## src/rtl/updown_seq_if.sv

```systemverilog
// Control and counter-side signals of the up/down sweep sequencer.
// The master modport is the environment: the host that issues commands, plus the counter readback.
interface updown_seq_if;
  logic       start;
  logic       abort;
  logic [3:0] lo;
  logic [3:0] hi;
  logic [3:0] sweeps;
  logic [3:0] cnt_dout;
  logic       cnt_LTn;
  logic       cnt_Upn_down;
  logic [3:0] cnt_Load;
  logic       busy;
  logic       done;
  logic       err;
  logic       aborted;
  logic [3:0] sweep_cnt;

  modport master (
    output start, abort, lo, hi, sweeps, cnt_dout,
    input  cnt_LTn, cnt_Upn_down, cnt_Load, busy, done, err, aborted, sweep_cnt
  );

  modport slave (
    input  start, abort, lo, hi, sweeps, cnt_dout,
    output cnt_LTn, cnt_Upn_down, cnt_Load, busy, done, err, aborted, sweep_cnt
  );
endinterface

```

## src/rtl/updown_seq.sv

```systemverilog
// Ping-pong sweep sequencer for a 4-bit up/down counter with synchronous load.
// The counter is frozen by a synchronous load whenever no sweep is running.
//
// state | meaning
// IDLE  | counter held at hold value, waiting for start
// LOAD  | loading lo bound into the counter
// UP    | counting up toward hi
// DOWN  | counting down toward lo
// DONE  | one-cycle completion, counter held
module updown_seq (
  input  logic               clk,
  input  logic               arstn,
  updown_seq_if.slave        bus
);

  typedef enum logic [2:0] {IDLE, LOAD, UP, DOWN, DONE} state_t;

  state_t     state_q, state_d;
  logic [3:0] lo_q, lo_d;
  logic [3:0] hi_q, hi_d;
  logic [3:0] sweeps_q, sweeps_d;
  logic [3:0] sweep_cnt_q, sweep_cnt_d;
  logic [3:0] hold_q, hold_d;
  logic       err_q, err_d;
  logic       aborted_q, aborted_d;

  logic       cnt_ltn;
  logic       cnt_updn;
  logic [3:0] cnt_load;
  logic       done;

  always_ff @(posedge clk or negedge arstn) begin
    if (!arstn) begin
      state_q     <= IDLE;
      lo_q        <= '0;
      hi_q        <= '0;
      sweeps_q    <= '0;
      sweep_cnt_q <= '0;
      hold_q      <= '0;
      err_q       <= 1'b0;
      aborted_q   <= 1'b0;
    end else begin
      state_q     <= state_d;
      lo_q        <= lo_d;
      hi_q        <= hi_d;
      sweeps_q    <= sweeps_d;
      sweep_cnt_q <= sweep_cnt_d;
      hold_q      <= hold_d;
      err_q       <= err_d;
      aborted_q   <= aborted_d;
    end
  end

  // Counter controls are combinational on cnt_dout so the turn happens on the bound itself.
  always_comb begin
    state_d     = state_q;
    lo_d        = lo_q;
    hi_d        = hi_q;
    sweeps_d    = sweeps_q;
    sweep_cnt_d = sweep_cnt_q;
    hold_d      = hold_q;
    err_d       = 1'b0;
    aborted_d   = 1'b0;
    cnt_ltn     = 1'b0;
    cnt_updn    = 1'b0;
    cnt_load    = hold_q;
    done        = 1'b0;

    unique case (state_q)
      IDLE: begin
        if (bus.start) begin
          lo_d        = bus.lo;
          hi_d        = bus.hi;
          sweeps_d    = bus.sweeps;
          sweep_cnt_d = '0;
          if ((bus.lo >= bus.hi) || (bus.sweeps == 4'd0)) err_d   = 1'b1;
          else                                            state_d = LOAD;
        end
      end
      LOAD: begin
        cnt_load = lo_q;
        state_d  = UP;
      end
      UP: begin
        cnt_ltn = 1'b1;
        if (bus.cnt_dout == hi_q) begin
          cnt_updn = 1'b1;
          state_d  = DOWN;
        end
      end
      DOWN: begin
        cnt_ltn  = 1'b1;
        cnt_updn = 1'b1;
        if (bus.cnt_dout == lo_q) begin
          sweep_cnt_d = sweep_cnt_q + 4'd1;
          if ((sweep_cnt_q + 4'd1) == sweeps_q) begin
            cnt_ltn  = 1'b0;
            cnt_updn = 1'b0;
            cnt_load = lo_q;
            hold_d   = lo_q;
            state_d  = DONE;
          end else begin
            cnt_updn = 1'b0;
            state_d  = UP;
          end
        end
      end
      DONE: begin
        done    = 1'b1;
        state_d = IDLE;
      end
      default: state_d = IDLE;
    endcase

    // Abort outranks every transition, including the final DOWN -> DONE step.
    if ((state_q != IDLE) && bus.abort) begin
      cnt_ltn     = 1'b0;
      cnt_updn    = 1'b0;
      cnt_load    = bus.cnt_dout;
      hold_d      = bus.cnt_dout;
      sweep_cnt_d = sweep_cnt_q;
      done        = 1'b0;
      aborted_d   = 1'b1;
      state_d     = IDLE;
    end
  end

  assign bus.cnt_LTn      = cnt_ltn;
  assign bus.cnt_Upn_down = cnt_updn;
  assign bus.cnt_Load     = cnt_load;
  assign bus.busy         = (state_q != IDLE);
  assign bus.done         = done;
  assign bus.err          = err_q;
  assign bus.aborted      = aborted_q;
  assign bus.sweep_cnt    = sweep_cnt_q;

endmodule

```

## src/flat_wrapper.sv

```systemverilog
// flat-port wrapper written by rule: the top's interface ports become plain ports
module updown_seq_flat 
  (clk, arstn, bus_start, bus_abort, bus_lo, bus_hi, bus_sweeps, bus_cnt_dout, bus_cnt_LTn, bus_cnt_Upn_down, bus_cnt_Load, bus_busy, bus_done, bus_err, bus_aborted, bus_sweep_cnt);
  updown_seq_if bus_i ();
  input  logic clk;
  input  logic arstn;
  input wire logic [$bits(bus_i.start)-1:0] bus_start;
  input wire logic [$bits(bus_i.abort)-1:0] bus_abort;
  input wire logic [$bits(bus_i.lo)-1:0] bus_lo;
  input wire logic [$bits(bus_i.hi)-1:0] bus_hi;
  input wire logic [$bits(bus_i.sweeps)-1:0] bus_sweeps;
  input wire logic [$bits(bus_i.cnt_dout)-1:0] bus_cnt_dout;
  output wire logic [$bits(bus_i.cnt_LTn)-1:0] bus_cnt_LTn;
  output wire logic [$bits(bus_i.cnt_Upn_down)-1:0] bus_cnt_Upn_down;
  output wire logic [$bits(bus_i.cnt_Load)-1:0] bus_cnt_Load;
  output wire logic [$bits(bus_i.busy)-1:0] bus_busy;
  output wire logic [$bits(bus_i.done)-1:0] bus_done;
  output wire logic [$bits(bus_i.err)-1:0] bus_err;
  output wire logic [$bits(bus_i.aborted)-1:0] bus_aborted;
  output wire logic [$bits(bus_i.sweep_cnt)-1:0] bus_sweep_cnt;
  assign bus_i.start = bus_start;
  assign bus_i.abort = bus_abort;
  assign bus_i.lo = bus_lo;
  assign bus_i.hi = bus_hi;
  assign bus_i.sweeps = bus_sweeps;
  assign bus_i.cnt_dout = bus_cnt_dout;
  assign bus_cnt_LTn = bus_i.cnt_LTn;
  assign bus_cnt_Upn_down = bus_i.cnt_Upn_down;
  assign bus_cnt_Load = bus_i.cnt_Load;
  assign bus_busy = bus_i.busy;
  assign bus_done = bus_i.done;
  assign bus_err = bus_i.err;
  assign bus_aborted = bus_i.aborted;
  assign bus_sweep_cnt = bus_i.sweep_cnt;
  updown_seq u_core (.clk(clk), .arstn(arstn), .bus(bus_i));
endmodule
```

## config.mk

```make
export PLATFORM = sky130hd
export DESIGN_NAME = updown_seq_flat
export DESIGN_NICKNAME = d
export VERILOG_FILES = /design/src/rtl/updown_seq_if.sv /design/src/rtl/updown_seq.sv /design/src/flat_wrapper.sv
export SDC_FILE = /design/constraint.sdc
export NUM_CORES = 1
export LEC_CHECK = 0
export CAP_MARGIN = 30
export CORE_AREA = 2 2 78 57
export CTS_BUF_LIST = sky130_fd_sc_hd__clkbuf_4 sky130_fd_sc_hd__clkbuf_8
export DETAILED_ROUTE_END_ITERATION = 10
export DIE_AREA = 0 0 80 59
export HOLD_SLACK_MARGIN = 0.06
export PLACE_DENSITY = 0.67
export SETUP_SLACK_MARGIN = 0.15
export SLEW_MARGIN = 20
export SYNTH_ARGS = -nofsm -noshare
export SYNTH_HDL_FRONTEND = slang
export SYNTH_SLANG_ARGS = --single-unit
```

## constraint.sdc

```tcl
create_clock -name clk -period 1.9 [get_ports clk]
set_input_delay 0.38 -clock clk [delete_from_list [all_inputs] [get_ports clk]]
set_output_delay 0.38 -clock clk [all_outputs]
set_load 0.1 [all_outputs]
```

# Yosys cells after proc, flatten, opt, wreduce, memory -nomap -nowiden
# Cells that the tools add are included.
[classes] addsub=1 magnitude_cmp=1 n_eq_ne=13 n_mux=30 n_bitwise=1 reduce_logical=10
[ops] operator="two-way mux 4 bit" n=7
[ops] operator="two-way mux 3 bit" n=6
[ops] operator="case mux 4 bit (2 select lines)" n=2
[ops] operator="== test 4 bit" n=3
[ops] operator="two-way mux 1 bit" n=12
[ops] operator="case mux 3 bit (4 select lines)" n=1
[ops] operator="AND reduction 4 bit" n=2
[ops] operator="== test 3 x 2 -> 1 bit (second input constant)" n=2
[ops] operator="inequality test 3 x 1 -> 1 bit (second input constant)" n=2
[ops] operator="adder 4 x 1 -> 4 bit (second input constant)" n=1
[ops] operator="greater-or-equal comparator 4 bit" n=1
[ops] operator="zero test 4 bit" n=1
[ops] operator="case mux 1 bit (2 select lines)" n=2
[ops] operator="nonzero test 2 bit" n=2
[ops] operator="== test 3 x 1 -> 1 bit (second input constant)" n=1
[ops] operator="== test 3 bit (second input constant)" n=1
[ops] operator="zero test 3 bit" n=1
[ops] operator="inequality test 3 x 2 -> 1 bit (second input constant)" n=1
[ops] operator="inequality test 3 bit (second input constant)" n=1
[ops] operator="nonzero test 3 bit" n=1
[ops] operator="inequality test 2 x 1 -> 1 bit (second input constant)" n=1
[ops] operator="inequality test 2 bit (second input constant)" n=1
[ops] operator="AND reduction 2 bit" n=1
[ops] operator="logical AND 1 bit" n=1
[ops] operator="other kinds (2)" n=2
[totals] reg_bits=25 input_bits=20 output_inout_bits=14 elab_cells=64

# Depth between registers and ports, before layout
[depth] depth_word=6 depth_mapped=7 ltp_nobuf=7

# Worst setup path after synthesis
# OpenSTA, ideal clock, no wires.
[synth_path] path_kind="register to output" startpoint="register u_core.sweep_cnt_q[2] (netlist: u_core.bus.sweep_cnt[2])" endpoint="output port bus_cnt_LTn" t_arrival_ns=3.994 required_time_ns=1.520 slack_ns=-2.474 path_stages_with_launch=5 path_buffers=0 path_cell_list="dfrtp_1 > nand3_1 > xnor2_1 > nor4_4 > a211oi_1"
[synth_via] elab_chain_cells=6
[synth_rtl] element="start: declaration" line="updown_seq.sv:22" rtl="logic [3:0] sweep_cnt_q, sweep_cnt_d;"
[synth_rtl] element="start signal: assignment" line="updown_seq.sv:47" rtl="sweep_cnt_q <= sweep_cnt_d;"
[synth_rtl] element="adder 4 x 1 -> 4 bit" line="updown_seq.sv:96" rtl="if ((sweep_cnt_q + 4'd1) == sweeps_q) begin"
[synth_rtl] element="== test 4 bit" line="updown_seq.sv:96"
[synth_rtl] element="two-way mux 1 bit" line="updown_seq.sv:96"
[synth_rtl] element="two-way mux 1 bit" line="updown_seq.sv:94" rtl="if (bus.cnt_dout == lo_q) begin"
[synth_rtl] element="case mux 1 bit (2 select lines)" line="updown_seq.sv:69" rtl="unique case (state_q)"
[synth_rtl] element="two-way mux 1 bit" line="updown_seq.sv:116" rtl="if ((state_q != IDLE) && bus.abort) begin"
[synth_rtl] element="end: declaration" line="flat_wrapper.sv:13" rtl="output wire logic [$bits(bus_i.cnt_LTn)-1:0] bus_cnt_LTn;"
# Every way passes these cells.

# Worst setup path in the final report
[layout_path] startpoint="register u_core.sweep_cnt_q[1] (netlist: u_core.bus.sweep_cnt[1])" endpoint="output port bus_cnt_Load[3]"
[layout_via] elab_chain_cells=6
[layout_rtl] element="adder 4 x 1 -> 4 bit" line="updown_seq.sv:96"
[layout_rtl] element="== test 4 bit" line="updown_seq.sv:96"
[layout_rtl] element="two-way mux 4 bit" line="updown_seq.sv:96"
[layout_rtl] element="two-way mux 4 bit" line="updown_seq.sv:94"
[layout_rtl] element="case mux 4 bit (2 select lines)" line="updown_seq.sv:69"
[layout_rtl] element="two-way mux 4 bit" line="updown_seq.sv:116"
[layout_rtl] element="end: declaration" line="flat_wrapper.sv:15" rtl="output wire logic [$bits(bus_i.cnt_Load)-1:0] bus_cnt_Load;"
# Every way passes these cells.

==> parameters.txt <==
Parameter                              Value

Hold path
  Min-Delay Path Class    in -> async

Placed design
  Routability congestion estimate from global placement    0.865
  Placed instance area    roughly 0.0025 sq mm
  Placed Instances    roughly 280
  Hpwl dp    3560 um
  PortBufs    33

Route
  Post-route DRC    0
  Remaining antenna violation count after routing    0
  Initial DRC count    136
  Number of search-and-repair iterations in the first detailed-routing pass    5
  Vias post-DR    roughly 1600
  WL/cell    16.8 um
  Post-DR vias/cell    5.41
  Post-detailed-routing wire length    approximately 4900 um

Timing
  Final critical-path setup slack    -0.696 ns
  Setup-violating endpoint count in the final report    10
  Worst-case clock skew    between 0.003 and 0.004 ns
  Number of max-slew violations in the final report    0
  Share of the cycle needed by the critical path after routing    1.37
  Slew margin rel.    0.702
  Max Fclk    ~0.39 GHz
  Actual slew at the worst max-slew pin    between 0.4 and 0.5 ns
  Crit path time final    between 2 and 3 ns
  Number of endpoints with negative hold slack in the final report    0
  Setup repair after global routing missed its margin    yes

Die
  Area inside the core boundary    roughly 0.004 sq mm
  Die Span Y    59 um
  Die Area    0.00472 sq mm
  Number of top-level pins    34
  Std cell rows    19
  Starting density of the core    0.395
  Chip width    80 um

Critical path
  Kind of cell adding the most delay to the critical path    compound AO/OA/AOI/OAI gates
  Cells traversed along the worst timing path    ha_4, xnor2_2, nand2_2, nor4_4, buf_4, a32o_2, a211o_4, buf_12
  Crit-path slowest cell    dfrtp_4
  Arrival time worst endpoint    2.22 ns
  Crit path buffers/inverters    2
  Kind of end point of the critical path    output pin
  Required time worst endpoint    1.52 ns
  CP startpoint kind    flip-flop
  Maximum single-stage delay on the critical path    between 0.5 and 0.6 ns
  Biggest fanout along the worst timing path    5
  Type of the worst setup path    reg -> out

Cells and area
  Design Area, Final    between 0.002 and 0.003 sq mm
  Layout fillers    between 200 and 300
  Combined area of the multi-input logic cells    0.00109 sq mm
  Area used by sequential logic in the layout    643 sq um
  Fraction of final layout cells with drive strength greater than 1    0.592
  Final-stage net count    roughly 270
  Final Non-Filler Cells    slightly below 300
  Area Overhead vs Synth    80.9%
  Final antenna diode count    0

Clock network
  Buffer type at the clock tree root    clkbuf_8
  Clock Pin Slew Worst Setup and Hold Paths    0.09 ns
  Number of H-tree levels    1
  CTS Buffer Depth    2
  Clock sink total    25
  Hold buffer count at cts    0
  Latest clock arrival within the worst-skew pair    0.28 ns
  TritonCTS clock tree    done
  Clock buffers created by TritonCTS    3

Global routing
  Number of antenna violations at the first check in global routing    0
  Number of global-route vias before repair    1565
  Met1 Track Usage GR    0.272
  Gr usage total    0.210
  Met3 track demand over resource    0.0473
  Sum of overflow across all layers after global routing    0
  Global Route met2 Usage    0.352
  Wire length of the first global-routing pass    7400 um
  Pin count of the biggest net entering global routing    26
  Layer carrying the most global-route usage    met2

Yosys
  Number of flip-flops and latches in the synthesized netlist    25
  Count of different cell masters after synthesis    36
  Sequential area share after synthesis    0.407
  Top flip-flop cell by instance count after synthesis    dfrtp_1
  Mapped Nets    176
  Ys async rst share    1.00
  Count of synthesis-stage warnings from yosys    0
  Post-Synthesis Cells    151
  Area of the mapped netlist    ~0.0015 sq mm
  Number of enable-type register cells in the synthesized netlist    0
  Synthesized area divided by synthesized cell count    10.2 sq um

Pwr
  Power, Total    4.03 mW
  Pwr dens    1450 mW/mm^2
  Lkg Pwr    ~1.3 nW
  Worst IR drop on VDD    1.23 mV

Run status
  Run status    finished, violations left
  Failing checks    negative setup slack

Job
  Number of max-cap violations    0
sequential cells by signal, indices dropped and copies added (netlist names):
register	cells
u_core.hold_q	4
u_core.lo_q	4
u_core.sweeps_q	4
u_core.bus.sweep_cnt	4
u_core.hi_q	4
u_core.state_q	3
u_core.bus.err	1
u_core.bus.aborted	1
layer usage:
metal,part of all wire,vias to the layer above
met4,0.020,0
met3,0.066,10
li1,-,723
met1,0.41,777
met2,0.51,69
met5,0,-
repair_timing:
action / in CTS / in global routing
endpoints found under the hold margin: 0 / 0
setup buffers: 6 / 6
pin swaps: 25 / 11
resized for setup: 52 / 11
endpoints found under the setup margin: 15 / 14
logic make-up after synthesis:
group           count (synthesis)  synth area share
simple gates                   43             0.157
compound gates                 35             0.170
flops                          25             0.407
buf+inv                        16            0.0512
xor+xnor                       14            0.0797
mux                            13            0.0951
fa+ha+maj                       5            0.0407
layout make-up:
class	count	share of cell area
clock inverter	1	0.00270
clock buffer	3	0.0148
tap	52	0.0234
inverter	11	0.0157
multi-input combinational	110	0.391
sequential	25	0.231
timing repair buffer	90	0.321
per-stage QoR:
step / TNS [ns] / utilization / hold slack, ns / setup slack, ns
detailed placement: -5.68 / 0.635 / 0.519 / -0.606
floorplan: -4.15 / - / 0.0844 / -0.636
global placement: -4.70 / 0.635 / 0.515 / -0.530
CTS: -3.38 / 0.693 / 0.467 / -0.668
finish: -3.77 / 0.714 / 0.461 / -0.696
global route: -4.30 / 0.714 / 0.488 / -0.742
synthesized netlist by cell type (2+ instances only):
cell type  instances  share of area
dfrtp_1           25           0.41
mux2_2            13          0.095
xnor2_1           12          0.068
inv_1             11          0.027
nor2_1             9          0.022
nand2_1            8          0.020
o21ai_0            7          0.023
a21oi_1            5          0.016
a22o_1             5          0.028
ha_1               5          0.041
nand3_1            5          0.016
nor3_1             5          0.016
a211o_1            4          0.023
a21o_2             4          0.023
a32o_1             4          0.026
nor2b_1            4          0.016
nor4_1             3          0.012
a211oi_1           2         0.0098
clkbuf_1           2         0.0049
xor2_1             2          0.011
layout by cell type, fill, tap and decap left out, types with 3 or more instances in the layout:
| master | instances |
|---|---|
| a211o_4 | 4 |
| a21o_2 | 4 |
| a22o_1 | 5 |
| a32o_2 | 4 |
| buf_12 | 13 |
| buf_4 | 51 |
| buf_6 | 7 |
| clkbuf_8 | 3 |
| clkdlybuf4s50_1 | 6 |
| dfrtp_1 | 19 |
| dfrtp_4 | 4 |
| dlygate4sd2_1 | 9 |
| ha_1 | 3 |
| inv_1 | 9 |
| mux2_2 | 13 |
| nand2_1 | 7 |
| nand3_1 | 5 |
| nor2_1 | 7 |
| nor2_2 | 3 |
| nor2b_1 | 4 |
| nor3_1 | 3 |
| o21ai_0 | 5 |
| xnor2_2 | 9 |
worst paths after layout:
path | depth (start not counted) | slack [ns] | endpoint | start
worst min register to register | 1 | 0.55 | u_core.sweeps_q[3] | u_core.sweeps_q[3]
worst max-delay path | 8 | -0.70 | bus_cnt_Load[3] | u_core.bus.sweep_cnt[1]
worst max register to register | 7 | -0.08 | u_core.hold_q[1] | u_core.bus.sweep_cnt[3]
max in group asynchronous | 2 | 1.16 | u_core.bus.sweep_cnt[1] | arstn
worst min-delay path | 2 | 0.46 | u_core.lo_q[1] | arstn
min in group clk | 2 | 0.49 | u_core.hi_q[2] | bus_hi[2]
worst reg2reg max path, cell delays in order (launching register included):
cell	delay, ns
dfrtp_4	0.50
xor2_1	0.26
xnor2_2	0.12
nor4_4	0.35
buf_4	0.20
buf_4	0.14
a21oi_4	0.07
a21o_2	0.22
power by group:
group / internal, mW / switching [mW]
sequential: 0.735 / 0.233
combinational: 1.28 / 1.45
clock: 0.149 / 0.179
total: 2.17 / 1.86
(Power assumes the default switching activity.)
